## config.mk

```make
export PLATFORM = sky130hd
export DESIGN_NAME = xbus_arbiter
export DESIGN_NICKNAME = d
export VERILOG_FILES = /design/src/rtl/xbus_arbiter_pkg.sv /design/src/rtl/xbus_arbiter_rr_pick.sv /design/src/rtl/xbus_arbiter.sv
export SDC_FILE = /design/constraint.sdc
export NUM_CORES = 1
export LEC_CHECK = 0
export ABC_AREA = 1
export BUFFER_PORTS_ARGS = -buffer_cell sky130_fd_sc_hd__buf_2
export CAP_MARGIN = 25
export CELL_PAD_IN_SITES_DETAIL_PLACEMENT = 0
export CELL_PAD_IN_SITES_GLOBAL_PLACEMENT = 2
export CORE_MARGIN = 10
export CORE_UTILIZATION = 27
export DETAILED_ROUTE_END_ITERATION = 10
export HOLD_SLACK_MARGIN = 0.03
export PLACE_DENSITY = 0.93
export SETUP_SLACK_MARGIN = 0.2
export SYNTH_ARGS = -nofsm -noshare
export SYNTH_HDL_FRONTEND = slang
export SYNTH_SLANG_ARGS = --single-unit
```

## constraint.sdc

```tcl
create_clock -name clk -period 3.6 [get_ports clk]
set_input_delay 0.54 -clock clk [delete_from_list [all_inputs] [get_ports clk]]
set_output_delay 0.54 -clock clk [all_outputs]
set_load 0.01 [all_outputs]
```

## src/rtl/xbus_arbiter_pkg.sv

```systemverilog
// Shared definitions for the XBUS arbiter: transaction states, byte-mask
// encodings and the default physical address width.
package xbus_arbiter_pkg;

    typedef enum logic [2:0] {
        S_IDLE,
        S_A2,
        S_A1,
        S_A0,
        S_D0,
        S_D1,
        S_FIN
    } xbus_state_t;

    localparam logic [1:0] MASK_NONE = 2'b00;
    localparam logic [1:0] MASK_LO   = 2'b01;
    localparam logic [1:0] MASK_HI   = 2'b10;
    localparam logic [1:0] MASK_WORD = 2'b11;

    localparam int unsigned PA_DEFAULT = 22;

endpackage

```

## src/rtl/xbus_arbiter_rr_pick.sv

```systemverilog
// Round-robin selector: first requester at or after ptr (wrapping) wins.
module xbus_rr_pick #(
    parameter int unsigned NREQ = 3,
    parameter int unsigned PW   = 2
) (
    input  logic [NREQ-1:0] req,
    input  logic [PW-1:0]   ptr,
    output logic [NREQ-1:0] grant
);

    logic found;

    always_comb begin
        grant = '0;
        found = 1'b0;
        for (int unsigned k = 0; k < NREQ; k++) begin
            for (int unsigned i = 0; i < NREQ; i++) begin
                if (!found && req[i] && (i == (32'(ptr) + k) % NREQ)) begin
                    grant[i] = 1'b1;
                    found    = 1'b1;
                end
            end
        end
    end

endmodule

```

## src/rtl/xbus_arbiter.sv

```systemverilog
// Multi-requester XBUS master: arbitrates, then sequences address latches
// and byte-wide data transfers on the shared external bus.
module xbus_arbiter
    import xbus_arbiter_pkg::*;
#(
    parameter int unsigned PA   = PA_DEFAULT,
    parameter int unsigned NREQ = 3
) (
    input  logic                     clk,
    input  logic                     r_reset,
    input  logic                     ena,
    input  logic [NREQ-1:0]          req_valid,
    input  logic [2*NREQ-1:0]        req_rmask,
    input  logic [2*NREQ-1:0]        req_wmask,
    input  logic [NREQ*(PA-1)-1:0]   req_addr,
    input  logic [16*NREQ-1:0]       req_wdata,
    output logic [NREQ-1:0]          done,
    output logic [15:0]              rdata,
    output logic [7:0]               bus_out,
    input  logic [7:0]               bus_in,
    output logic                     latch_hi,
    output logic                     latch_lo,
    output logic                     bus_write,
    output logic                     bus_ind
);

    localparam int unsigned PW = (NREQ > 1) ? $clog2(NREQ) : 1;

    xbus_state_t      state_q, state_d;
    logic [PW-1:0]    ptr_q, ptr_d;
    logic [NREQ-1:0]  grant_q, grant_d;
    logic [NREQ-1:0]  done_q, done_d;
    logic             is_write_q, is_write_d;
    logic [1:0]       mask_q, mask_d;
    logic [PA-1:1]    addr_q, addr_d;
    logic [15:0]      wdata_q, wdata_d;
    logic [15:0]      rdata_q, rdata_d;
    logic [7:0]       bus_out_q, bus_out_d;
    logic             latch_hi_q, latch_hi_d;
    logic             latch_lo_q, latch_lo_d;
    logic             bus_write_q, bus_write_d;
    logic             bus_ind_q, bus_ind_d;

    logic [NREQ-1:0]  pick;
    logic [PW-1:0]    pick_idx;
    logic [1:0]       pick_rmask, pick_wmask, pick_mask;
    logic [PA-1:1]    pick_addr;
    logic [15:0]      pick_wdata;
    logic [15:0]      cur_lo;

    xbus_rr_pick #(
        .NREQ (NREQ),
        .PW   (PW)
    ) u_pick (
        .req   (req_valid),
        .ptr   (ptr_q),
        .grant (pick)
    );

    always_comb begin
        pick_idx   = '0;
        pick_rmask = '0;
        pick_wmask = '0;
        pick_addr  = '0;
        pick_wdata = '0;
        for (int unsigned i = 0; i < NREQ; i++) begin
            if (pick[i]) begin
                pick_idx   = PW'(i);
                pick_rmask = req_rmask[2*i +: 2];
                pick_wmask = req_wmask[2*i +: 2];
                pick_addr  = req_addr[(PA-1)*i +: (PA-1)];
                pick_wdata = req_wdata[16*i +: 16];
            end
        end
        pick_mask = (pick_wmask != MASK_NONE) ? pick_wmask : pick_rmask;
    end

    assign cur_lo = {addr_q[15:1], 1'b0};

    always_comb begin
        state_d     = state_q;
        ptr_d       = ptr_q;
        grant_d     = grant_q;
        done_d      = done_q;
        is_write_d  = is_write_q;
        mask_d      = mask_q;
        addr_d      = addr_q;
        wdata_d     = wdata_q;
        rdata_d     = rdata_q;
        bus_out_d   = bus_out_q;
        latch_hi_d  = latch_hi_q;
        latch_lo_d  = latch_lo_q;
        bus_write_d = bus_write_q;
        bus_ind_d   = bus_ind_q;
        if (ena) begin
            case (state_q)
                S_IDLE: begin
                    latch_hi_d  = 1'b0;
                    latch_lo_d  = 1'b0;
                    bus_write_d = 1'b0;
                    bus_ind_d   = 1'b0;
                    done_d      = '0;
                    if (|req_valid) begin
                        grant_d    = pick;
                        ptr_d      = (pick_idx == PW'(NREQ - 1)) ? '0 : pick_idx + 1'b1;
                        is_write_d = (pick_wmask != MASK_NONE);
                        mask_d     = pick_mask;
                        addr_d     = pick_addr;
                        wdata_d    = pick_wdata;
                        // A request with no byte lanes completes without touching the bus
                        if (pick_mask == MASK_NONE) begin
                            done_d  = pick;
                            state_d = S_FIN;
                        end else begin
                            bus_out_d  = 8'(pick_addr[PA-1:16]);
                            latch_hi_d = 1'b1;
                            state_d    = S_A2;
                        end
                    end
                end
                S_A2: begin
                    bus_out_d  = cur_lo[15:8];
                    latch_hi_d = 1'b1;
                    latch_lo_d = 1'b1;
                    state_d    = S_A1;
                end
                S_A1: begin
                    bus_out_d  = cur_lo[7:0];
                    latch_hi_d = 1'b0;
                    latch_lo_d = 1'b1;
                    bus_ind_d  = (mask_q == MASK_HI);
                    state_d    = S_A0;
                end
                S_A0: begin
                    latch_lo_d = 1'b0;
                    if (is_write_q) begin
                        bus_out_d   = (mask_q == MASK_HI) ? wdata_q[15:8] : wdata_q[7:0];
                        bus_write_d = 1'b1;
                        if (mask_q == MASK_WORD) begin
                            state_d = S_D1;
                        end else begin
                            done_d  = grant_q;
                            state_d = S_FIN;
                        end
                    end else begin
                        state_d = S_D0;
                    end
                end
                S_D0: begin
                    if (mask_q == MASK_HI) rdata_d[15:8] = bus_in;
                    else                   rdata_d[7:0]  = bus_in;
                    if (mask_q == MASK_WORD) begin
                        bus_ind_d = 1'b1;
                        state_d   = S_D1;
                    end else begin
                        done_d  = grant_q;
                        state_d = S_FIN;
                    end
                end
                S_D1: begin
                    if (is_write_q) begin
                        bus_out_d   = wdata_q[15:8];
                        bus_ind_d   = 1'b1;
                        bus_write_d = 1'b1;
                    end else begin
                        rdata_d[15:8] = bus_in;
                    end
                    done_d  = grant_q;
                    state_d = S_FIN;
                end
                S_FIN: begin
                    done_d      = '0;
                    bus_write_d = 1'b0;
                    bus_ind_d   = 1'b0;
                    state_d     = S_IDLE;
                end
                default: state_d = S_IDLE;
            endcase
        end
    end

    always_ff @(posedge clk) begin
        if (r_reset) begin
            state_q     <= S_IDLE;
            ptr_q       <= '0;
            grant_q     <= '0;
            done_q      <= '0;
            is_write_q  <= 1'b0;
            mask_q      <= MASK_NONE;
            addr_q      <= '0;
            wdata_q     <= '0;
            rdata_q     <= '0;
            bus_out_q   <= '0;
            latch_hi_q  <= 1'b0;
            latch_lo_q  <= 1'b0;
            bus_write_q <= 1'b0;
            bus_ind_q   <= 1'b0;
        end else begin
            state_q     <= state_d;
            ptr_q       <= ptr_d;
            grant_q     <= grant_d;
            done_q      <= done_d;
            is_write_q  <= is_write_d;
            mask_q      <= mask_d;
            addr_q      <= addr_d;
            wdata_q     <= wdata_d;
            rdata_q     <= rdata_d;
            bus_out_q   <= bus_out_d;
            latch_hi_q  <= latch_hi_d;
            latch_lo_q  <= latch_lo_d;
            bus_write_q <= bus_write_d;
            bus_ind_q   <= bus_ind_d;
        end
    end

    assign done      = done_q;
    assign rdata     = rdata_q;
    assign bus_out   = bus_out_q;
    assign latch_hi  = latch_hi_q;
    assign latch_lo  = latch_lo_q;
    assign bus_write = bus_write_q;
    assign bus_ind   = bus_ind_q;

endmodule

```

=== Word level (Yosys, flattened, before mapping) ===
Cells that the tools add are included.

* Bits of input ports: 137
* Output and inout bits: 31
* Bits in registers: 73
* Logic and storage cells: 157

* Multiplexer cells: 59
* Equality and inequality tests: 23
* Div/mod/pow operators: 3
* Bitwise logic cells: 1
* Add/subtract/negate cells: 3
* Reductions and logical operators: 53

{| class="wikitable"
|+ Operator list
! kind !! number
|-
| 1-bit by 32-bit == test with 1-bit output, first input constant || 3
|-
| 2-bit by 32-bit == test with 1-bit output, first input constant || 3
|-
| 32-bit zero test || 3
|-
| 32-bit by 2-bit remainder unit with 32-bit output, second input constant || 2
|-
| 21-bit 2-to-1 mux || 3
|-
| 8-bit 2-to-1 mux || 7
|-
| 16-bit 2-to-1 mux || 3
|-
| 8-bit one-hot mux with 5 select lines || 1
|-
| 2-bit by 2-bit remainder unit with 32-bit output, second input constant || 1
|-
| 1-bit 2-to-1 mux || 21
|-
| 3-bit 2-to-1 mux || 7
|-
| 2-bit 2-to-1 mux || 10
|-
| 3-bit one-hot mux with 6 select lines || 1
|-
| 1-bit logical AND || 17
|-
| 8-bit one-hot mux with 2 select lines || 1
|-
| 3-bit one-hot mux with 5 select lines || 1
|-
| 2-bit inequality test, second input constant || 7
|-
| 3-bit AND reduction || 4
|-
| 5-bit nonzero test || 2
|-
| 3-bit == test, second input constant || 3
|-
| 1-bit zero test || 8
|-
| 4-bit AND reduction || 2
|-
| 2-bit nonzero test || 4
|-
| 2-bit OR reduction || 4
|-
| other kinds (18) || 24
|}

=== Logic depth before layout (Yosys ltp) ===
Gate-level depths: netlist of the first run.

* Depth in word-level cells: 43
* Mapped depth: 18
* Mapped depth without buffers: 18

=== Modules after synthesis ===
From an unflattened synthesis of the first run, not the netlist that was laid out.

* Cells, all modules: 616
* Area total of the unflattened synthesis: 4093.9 sq um

{| class="wikitable"
|+ By module, submodules not included
! module !! cells an instance !! times used !! area each (sq um) !! seq. area each (sq um)
|-
| xbus_arbiter || 579 || 1 || 3907.5 || 1461.4
|-
| xbus_rr_pick || 37 || 1 || 186.4 || 0.0
|}

=== Worst setup path after synthesis of the first run ===
OpenSTA, ideal clock, no wires.

* Path kind: reg2reg
* Start: reg ptr_q[0]
* End: reg bus_out_q[0], in the netlist bus_out[0]
* Stages on the path, launching flop included: 16
* Library setup time: 0.115 ns
* Buffers on the path: 1
* Data arrival time: 1.974 ns
* Clock period less this slack: 2.089 ns
* Slack: 1.511 ns
* Cell sequence: dfxtp_1 -> inv_1 -> ha_1 -> nand2_2 -> nand2_1 -> nor2_2 -> nand4_1 -> nand2_4 -> nand2_1 -> nand2_1 -> nor2_2 -> a21oi_2 -> nand3_2 -> buf_6 -> a21oi_1 -> nor2_1

* Longest elaborated chain between the ends: 42

{| class="wikitable"
|+ Ends and longest elaborated chain
! what !! RTL line !! source
|-
| from (decl) || xbus_arbiter.sv:30 || <nowiki>logic [PW-1:0] ptr_q, ptr_d;</nowiki>
|-
| from (signal assigned) || xbus_arbiter.sv:200 || <nowiki>ptr_q <= ptr_d;</nowiki>
|-
| branches (longest 42 deep; another with 32-bit by 2-bit remainder unit with 32-bit output) || -- ||
|-
| to (signal assigned) || xbus_arbiter.sv:208 || <nowiki>bus_out_q <= bus_out_d;</nowiki>
|-
| to (decl) || xbus_arbiter.sv:38 || <nowiki>logic [7:0] bus_out_q, bus_out_d;</nowiki>
|}

Parallel ways; which one is timed is not known. The select of a mux whose other input is x is not followed.
A chain may end at the register's enable or synchronous reset.

=== Worst setup path in the final report of the first run ===
* Start: reg ptr_q[0]
* End: reg bus_out_q[2], in the netlist bus_out[2]

The elaborated chain is that of the path after synthesis.

==> impl_results.md, run 1 <==
* Sequential share of the synthesized area at 35.8%
* Fin crit period at 2800 ps
* Max-slew violation count at 0
* Class of the tightest hold or removal check: reg2reg
* Top post-synthesis cells by count: 149 x nand2_1, 73 x dfxtp_1, 65 x a21oi_1, 57 x inv_1, 46 x o21ai_0
* Vias at 4538
* Crit Path Class: reg2reg
* Ranking of synthesized cells by area: dfxtp_1 36%, nand2_1 14%, a21oi_1 8.0%, o21ai_0 5.6%, inv_1 5.2%
* Maximum root-to-sink buffer count at 2
* Total chip power at 3.48 mW
* Worst Setup End Kind: flop
* Mapped cell area at 4090 µm²
* CTS root buf: clkbuf_16
* Post-placement worst setup slack at 778 ps
* Chip height at 143 µm
* Min Hold Slack at 450 ps
* Largest net degree at the start of global routing at 42
* Via-to-Cell Ratio at 4.77
* Area enclosed by the die boundary at 20500 µm²
* Number of max-capacitance violations reported at 0
* Relative area change from synthesis to final layout at 32.3%
* Slew Limit Headroom at 42.4%
* Synth async-reset ratio at 0%
* Depth of the CTS H-tree at 3
* Final weighted congestion of routability-driven global placement at 0.850
* Cts hold-fix bufs at 0
* Gate count after technology mapping at 608
* Overall overflow remaining after global route at 0
* Worst endpoint required time at 3830 ps
* Highest fanout seen on the critical path at 28
* Syn_area_per_cell at 6.72 µm²
* Post-layout worst setup margin at 801 ps
* Worst-Skew Late Latency at 340 ps
* Residual DRC at 0
* Cell leakage power at 2.58 nW
* Count of final setup violators at 0
* Number of enable flip-flop cells after synthesis at 0
* CTS tree: done
* Final #Nets at 900
* Post-cts sizing count at 0
* Total setup buffers inserted after CTS at 0
* Number of antenna violations at the first check in global routing at 3
* Setup TNS after final layout at 0 ps
* Worst Clk Skew at 6.61 ps
* Post-synth net total at 747
* Highest clock frequency the design can meet at 0.357 GHz
* Clock-pin slew reported for the worst setup and hold paths after clock tree synthesis at 60 ps
* Vias in the first global route at 4759
* Wire length of the first global-routing pass at 24200 µm
* Worst path arrival time at 3030 ps
* WL per Instance at 16.2 µm
* Sinks on Clock Net at 73
* Number of top-level design ports at 168
* Detailed-routing iteration count for the pre-antenna-repair pass at 4
* Number of buffers inserted by port buffering at 167
* Dominant register cell in the synthesized netlist: dfxtp_1
* Power per Cell Area at 644 nW/µm²
* All-layer global routing usage at 14.9%
* Transition at the pin with the smallest max-transition slack at 860 ps
* DIE WIDTH at 143 µm
* Setup repair after global routing missed its margin: false
* Inserted Clock Buffers at 9
* Most repeated cell in the gate-level netlist after synthesis: nand2_1
* Sum of net half-perimeters after detailed placement at 11900 µm
* Residual antenna-violating net count after detailed routing at 0
* Outcome: completed
* Count of synthesis-stage warnings from yosys at 0
* Post-route fraction of the period consumed by the critical path at 77.8%
* Dominant cell type by area after synthesis: dfxtp_1
* Worst supply voltage drop on vdd at 0.234 mV
* Fraction of post-synthesis cell area in the top cell type by area at 35.8%
* Hold violation total from the final report at 0
* Count of cell types in the netlist at 34
* DRC marker count from the first detailed-route iteration at 324
* Fraction of final layout cells with drive strength greater than 1 at 30.0%
* Core box area at 14700 µm²
* Total Wirelength at 15400 µm
* Effective utilization at floorplan at 27.8%
* Nature of the critical path startpoint: flop
* Cell Rows at 44
* Number of flip-flops and latches in the synthesized netlist at 73
flip-flops by register name, indices dropped and copies added, names as in the netlist, 2 cells and up:
name,cells
wdata_q,16
bus_out,8
mask_q,2
state_q,3
rdata,16
done,3
grant_q,3
ptr_q,2
addr_q,15
through the flow:
stage | cells | utilization (%) | instance area (µm²)
after CTS | 950 | 36.7 | 5400
after global placement | 934 | 34.4 | 5060
after detailed placement | 934 | 34.4 | 5060
after global routing | 951 | 36.8 | 5400
final | 951 | 36.8 | 5400
after floorplan | 608 | - | 4090
worst max-delay path: stages, from the launching register on:
cell and delay [ps]:
dfxtp_1 330, inv_1 70, ha_1 340, nand2_2 100
nand2_1 60, nor2_2 140, nand4_1 160, nand2_4 310
nand2_1 120, nand2_1 100, nor2_2 60, a21oi_2 140
nand3_2 300, nand2_1 270, nand2_1 70, nand2_1 60
nor2_1 40
cell type report:
type | instances | area, µm²
Fill cell | 1637 | 9300
Timing Repair Buffer | 174 | 888
Sequential cell | 73 | 1460
Antenna cell | 1 | 2.50
Multi-Input combinational cell | 439 | 2240
Tap cell | 184 | 230
Inverter | 64 | 240
Clock buffer | 10 | 239
Clock inverter | 6 | 105
final timing paths:
check	from	cells after the start	to	slack, ps
setup / recovery	ptr_q[0]	16	bus_out[2]	800
hold / removal	bus_write	2	bus_write	450
setup reg to reg	ptr_q[0]	16	bus_out[2]	800
hold reg to reg	bus_write	2	bus_write	450
per-layer routing:
layer	vias up	GRT usage [%]	wire length, µm
li1	2358	-	-
met1	2043	16.4	6370
met2	113	26.2	7820
met3	20	5.07	975
met4	4	4.61	251
met5	-	0	21
power breakdown:
group | switching, mW | leakage, nW | internal [mW]
Combinational | 0.866 | 1.81 | 0.469
Clock | 0.348 | 0.172 | 0.692
Sequential | 0.121 | 0.598 | 0.984
Total | 1.34 | 2.58 | 2.14
kinds of logic after synthesis:
group                      after synthesis  share of synthesized area (%)
AOI/OAI and AO/OA                      183                           26.3
adders and majority gates                2                          0.612
buffers and inverters                   96                           9.46
DFF                                     73                           35.8
and+or+nand+nor                        254                           27.8
cells in the final DEF (no fill, tap or decap), types with 4 or more instances in the layout:
cell       instances
a211oi_1           4
a21oi_1           65
a22oi_1           19
a31oi_1           27
buf_2            167
buf_4              7
clkbuf_16          9
dfxtp_1           73
inv_1             57
inv_2              7
nand2_1          149
nand2_2            4
nand3_1           19
nand3_2            6
nand4_1            6
nor2_1            41
nor2_2             4
nor3_1             4
o211ai_1          13
o21ai_0           46
or2_0              5
or2_2             11
No activity file was read; power rests on OpenSTA's default activity.
==> inputs of run 2 (changes only) <==
- CORE_UTILIZATION: 27 -> 25
- PLACE_DENSITY: 0.93 -> 0.88
- clock period: 3.6 -> 2.7 ns (I/O delays scaled with it)
==> run 2 against run 1 <==
Net effect: critical path depth is the same; clock power up 9.6%; clock skew about the same; worst setup slack got worse by 420 ps; cell area rose by 3.5%; via count grew 2.5%; non-clock buffer count up 15; maximum frequency up 21%; sequential share of layout area down 0.89 points; flip-flop and latch count unchanged; utilization fell by 1.7 points.
==> impl_results.md, run 2 (synthesis gave the netlist of run 1 again) <==
* Outcome: completed
* Total chip power at 4.62 mW
* Hold violation total from the final report at 0
* Area enclosed by the die boundary at 21900 µm²
* Final weighted congestion of routability-driven global placement at 0.909
* Post-layout worst setup margin at 385 ps
* Number of max-capacitance violations reported at 0
* Worst supply voltage drop on vdd at 0.394 mV
* DIE WIDTH at 148 µm
* Most repeated library cell on the critical path: nand2_1
* Worst Clk Skew at 6.85 ps
* Overall overflow remaining after global route at 0
* Largest net degree at the start of global routing at 50
* Setup TNS after final layout at 0 ps
* Highest clock frequency the design can meet at 0.432 GHz
* Number of top-level design ports at 168
* Fin crit period at 2310 ps
* Cell leakage power at 2.62 nW
* Slew Limit Headroom at 63.0%
* Total Wirelength at 16200 µm
* Count of final setup violators at 0
* Worst-Skew Late Latency at 340 ps
* All-layer global routing usage at 14.5%
* Crit Path Class: reg2reg
* Class of the tightest hold or removal check: in2reg
* Chip height at 148 µm
* Cell Rows at 46
* Maximum root-to-sink buffer count at 2
* Sum of net half-perimeters after detailed placement at 12700 µm
* Effective utilization at floorplan at 25.6%
* Worst endpoint required time at 2960 ps
* Transition at the pin with the smallest max-transition slack at 554 ps
* Cell breakdown of the critical path: inv_1 > ha_1 > nand2_1 > nand2_1 > nor2_4 > nand4_1 > nand3_4 > nand2_1 > inv_1 > nor2_2 > a21oi_4 > nand3_4 > buf_6 > nand2_1 > nand2_1 > a21oi_1
* Highest fanout seen on the critical path at 10
* Fraction of final layout cells with drive strength greater than 1 at 32.1%
* Inserted Clock Buffers at 9
* Max-slew violation count at 0
* DRC marker count from the first detailed-route iteration at 344
* Depth of the CTS H-tree at 3
* CTS root buf: clkbuf_16
* Via-to-Cell Ratio at 4.66
* Commonest non-fill, non-tap cells in the layout: 167 x buf_2, 149 x nand2_1, 72 x dfxtp_1, 65 x a21oi_1, 57 x inv_1
* Number of cells in the finished layout apart from fillers at 999
* Total buffers and inverters traversed by the critical path at 3
* Final #Nets at 915
* Sinks on Clock Net at 73
* CTS tree: done
* Vias at 4653
* Relative area change from synthesis to final layout at 36.9%
* Detailed-routing iteration count for the pre-antenna-repair pass at 4
* WL per Instance at 16.2 µm
* Post-route fraction of the period consumed by the critical path at 85.7%
* Power per Cell Area at 826 nW/µm²
* Worst path arrival time at 2580 ps
* Core box area at 15900 µm²
* CP max stage cell: dfxtp_2
* Worst Setup End Kind: flop
* Total placed cells including tap cells at 977
* Number of antenna violations at the first check in global routing at 4
* Clock-pin slew reported for the worst setup and hold paths after clock tree synthesis at 60 ps
* Residual DRC at 0
* Kind of cell adding the most delay to the critical path: simple AND/OR/NAND/NOR gates
* Vias in the first global route at 4767
* Residual antenna-violating net count after detailed routing at 0
* Most frequent standard cell in the layout excluding fill and tap cells: buf_2
* Setup repair after global routing missed its margin: false
* Wire length of the first global-routing pass at 25500 µm
* Longest individual stage delay on the worst path at 360 ps
* Number of buffers inserted by port buffering at 167
* Nature of the critical path startpoint: flop
* Post-placement worst setup slack at 254 ps
==> run 2: cell types whose count changed in the layout (fill, tap and decap cells not counted), moves of 2 or more <==
cell and change:
bufinv_16 -3, a21oi_4 +2, a21oi_2 -2, nand3_4 +2, buf_6 +4, nor2_1 -2, clkinv_2 -2, buf_4 +10
clkinvlp_4 +4
==> run 2: through the flow <==
step / utilization [%] / area [µm²] / hold slack [ps]
after global placement: 32.5 / 5180 / 446
final: 35.1 / 5590 / 319
after CTS: 34.3 / 5460 / 311
after global routing: 35.1 / 5590 / 314
after detailed placement: 32.5 / 5180 / 454
after floorplan: - / 4090 / 446
==> run 2: what timing repair did <==
action,in CTS,in global routing
setup buffers,0,4
endpoints found under the setup margin,0,30
hold buffers,0,0
resized for setup,0,15
==> run 2: cell type report <==
class                   count  area (µm²)
diodes                      2        5.00
clock buffers              10         239
clock inverters             6        43.8
fillers                  1772       10400
inverters                  64         240
multi-input cells         439        2300
flip-flops and latches     73        1460
well taps                 216         270
repair buffers            189        1030
==> run 2: layer usage <==
layer / GRT usage [%] / vias up / part of all wire (%)
met4: 4.16 / 4 / 1.4
li1: - / 2390 / -
met3: 4.88 / 18 / 8.3
met5: 0 / - / 0.11
met2: 23.5 / 175 / 46
met1: 17.8 / 2066 / 44
==> run 2: final timing paths <==
check	from	to	slack, ps	cells past startpoint
setup reg to reg	ptr_q[1]	state_q[1]	390	16
hold reg to reg	bus_write	bus_write	450	2
setup / recovery	ptr_q[1]	state_q[1]	390	16
hold / removal	bus_in[7]	rdata[7]	320	3
==> run 2: tightest hold or removal path: stages <==
cell and delay [ps]:
buf_2 70, inv_1 40, a21oi_1 100
==> run 2: report_power, final <==
part | switching [mW] | internal (mW)
combinational | 1.26 | 0.757
clock | 0.492 | 0.647
sequential | 0.157 | 1.31
total | 1.90 | 2.72
==> inputs of run 3 (changes only) <==
- CTS_BUF_LIST: default -> sky130_fd_sc_hd__clkbuf_2 sky130_fd_sc_hd__clkbuf_4 sky130_fd_sc_hd__clkbuf_8
==> run 3 against run 2 <==
Net effect: die area did not move; register-to-register slack gained 20 ps; clock skew up 5.3 ps; clock power down 28%; hold slack got worse by 25 ps; flip-flop and latch count did not move; critical path depth unchanged; routed wire length is 0.61% higher; count of clock-buffer cells in the layout did not move; utilization down 0.72 points; critical endpoint unchanged.
==> impl_results.md, run 3 (synthesis gave the netlist of run 1 again) <==
* Most repeated library cell on the critical path: nand2_1
* Power per Cell Area at 782 nW/µm²
* Fraction of final layout cells with drive strength greater than 1 at 32.1%
* CP max stage cell: dfxtp_2
* Depth of the CTS H-tree at 3
* Crit path from: ptr_q[1]
* Class of the tightest hold or removal check: in2reg
* Total buffers and inverters traversed by the critical path at 3
* Final weighted congestion of routability-driven global placement at 0.909
* Residual DRC at 0
* Max-slew violation count at 0
* Core box area at 15900 µm²
* Wire length of the first global-routing pass at 25500 µm
* Number of max-capacitance violations reported at 0
* Nature of the critical path startpoint: flop
* Worst Clk Skew at 12.2 ps
* CTS root buf: clkbuf_8
* Total Wirelength at 16300 µm
* Chip height at 148 µm
* Number of antenna violations at the first check in global routing at 4
* Cell breakdown of the critical path: inv_1 > ha_1 > nand2_1 > nand2_2 > nor2_4 > nand4_1 > nand3_4 > nand2_1 > inv_1 > nor2_2 > a21oi_4 > nand3_4 > buf_6 > nand2_1 > nand2_1 > a21oi_1
* Residual antenna-violating net count after detailed routing at 0
* Number of top-level design ports at 168
* Capturing point of the worst reg2reg path: state_q[1]
* Sum of net half-perimeters after detailed placement at 12700 µm
* All-layer global routing usage at 14.5%
* Startpoint of the lowest-slack hold path: bus_in[7]
* Worst hold path cell count at 3
* Worst Setup End Kind: flop
* Most frequent standard cell in the layout excluding fill and tap cells: buf_2
* Cell leakage power at 2.57 nW
* Inserted Clock Buffers at 9
* Setup TNS after final layout at 0 ps
* Overall overflow remaining after global route at 0
* Beginning of the worst register-to-register path: ptr_q[1]
* Sinks on Clock Net at 73
* Commonest non-fill, non-tap cells in the layout: 167 x buf_2, 148 x nand2_1, 72 x dfxtp_1, 65 x a21oi_1, 57 x inv_1
* Relative area change from synthesis to final layout at 34.1%
* WL per Instance at 16.3 µm
* Kind of cell adding the most delay to the critical path: simple AND/OR/NAND/NOR gates
* Outcome: completed
* Worst reg2reg path depth at 16
* Highest fanout seen on the critical path at 10
* Setup repair after global routing missed its margin: false
* Highest clock frequency the design can meet at 0.436 GHz
* Largest net degree at the start of global routing at 50
* Crit Path Class: reg2reg
* Detailed-routing iteration count for the pre-antenna-repair pass at 4
* Destination of the worst hold path: rdata[7]
* Min Hold Slack at 294 ps
* Area enclosed by the die boundary at 21900 µm²
* Count of final setup violators at 0
* Final #Nets at 914
* Worst-Skew Late Latency at 360 ps
* Post-route fraction of the period consumed by the critical path at 84.9%
* Transition at the pin with the smallest max-transition slack at 564 ps
* Cell Rows at 46
* DRC marker count from the first detailed-route iteration at 279
* Slew Limit Headroom at 62.4%
* Flop2flop setup slack at 410 ps
* Fin crit period at 2290 ps
* CTS tree: done
* DIE WIDTH at 148 µm
* Clock-pin slew reported for the worst setup and hold paths after clock tree synthesis at 90 ps
* Effective utilization at floorplan at 25.6%
* Worst supply voltage drop on vdd at 0.231 mV
* Via-to-Cell Ratio at 4.62
* Maximum root-to-sink buffer count at 2
* Worst endpoint required time at 3000 ps
* Number of buffers inserted by port buffering at 167
* Vias at 4607
* Worst path arrival time at 2590 ps
* Longest individual stage delay on the worst path at 370 ps
* Hold violation total from the final report at 0
* Vias in the first global route at 4790
-- run 3: cell type report --
type | count | area [µm²]
inverter | 64 | 240
multi-input combinational | 439 | 2300
antenna | 2 | 5.00
tap | 216 | 270
fill | 1779 | 10500
sequential | 73 | 1460
timing repair buffer | 188 | 1020
clock buffer | 10 | 138
clock inverter | 6 | 43.8
-- run 3: metrics by stage --
step	util, %	cells	setup slack [ps]	total power, mW	area, µm²
6_report	34.4	998	407	4.28	5480
3_3_place_gp	32.5	977	294	3.41	5180
2_1_floorplan	-	608	611	2.72	4090
3_5_place_dp	32.5	977	254	3.40	5180
5_1_grt	34.3	997	191	4.65	5470
4_1_cts	33.6	993	214	4.22	5360
-- run 3: per-layer routing --
| layer | GRT usage [%] | part of all wire (%) | vias up |
|---|---|---|---|
| met4 | 5.40 | 1.7 | 4 |
| met1 | 17.6 | 44 | 2056 |
| met2 | 23.3 | 46 | 140 |
| met5 | 0 | 0.10 | - |
| met3 | 4.95 | 7.8 | 22 |
| li1 | - | - | 2385 |
-- run 3: repair_timing --
action | in CTS | in global routing
gates resized for setup | 0 | 14
setup buffers | 0 | 3
setup endpoints to repair | 0 | 30
hold buffers | 0 | 0
hold endpoints to repair | 0 | 0
-- run 3: tightest hold or removal path, stage by stage --
cell	delay (ps)
buf_2	70
inv_1	40
a21oi_1	100
-- run 3: power by group --
| group | internal [mW] | switching [mW] |
|---|---|---|
| combinational | 0.747 | 1.25 |
| sequential | 1.31 | 0.157 |
| clock | 0.358 | 0.458 |
-- run 3: worst max path at each step --
| stage | to | slack (ps) | cells past startpoint |
|---|---|---|---|
| global route | bus_out[7] | 190 | 16 |
| CTS | state_q[1] | 210 | 16 |
| detailed placement | bus_out[6] | 250 | 15 |
| floorplan | bus_out[0] | 610 | 15 |
| finish | state_q[1] | 410 | 16 |
| global placement | bus_out[6] | 290 | 15 |
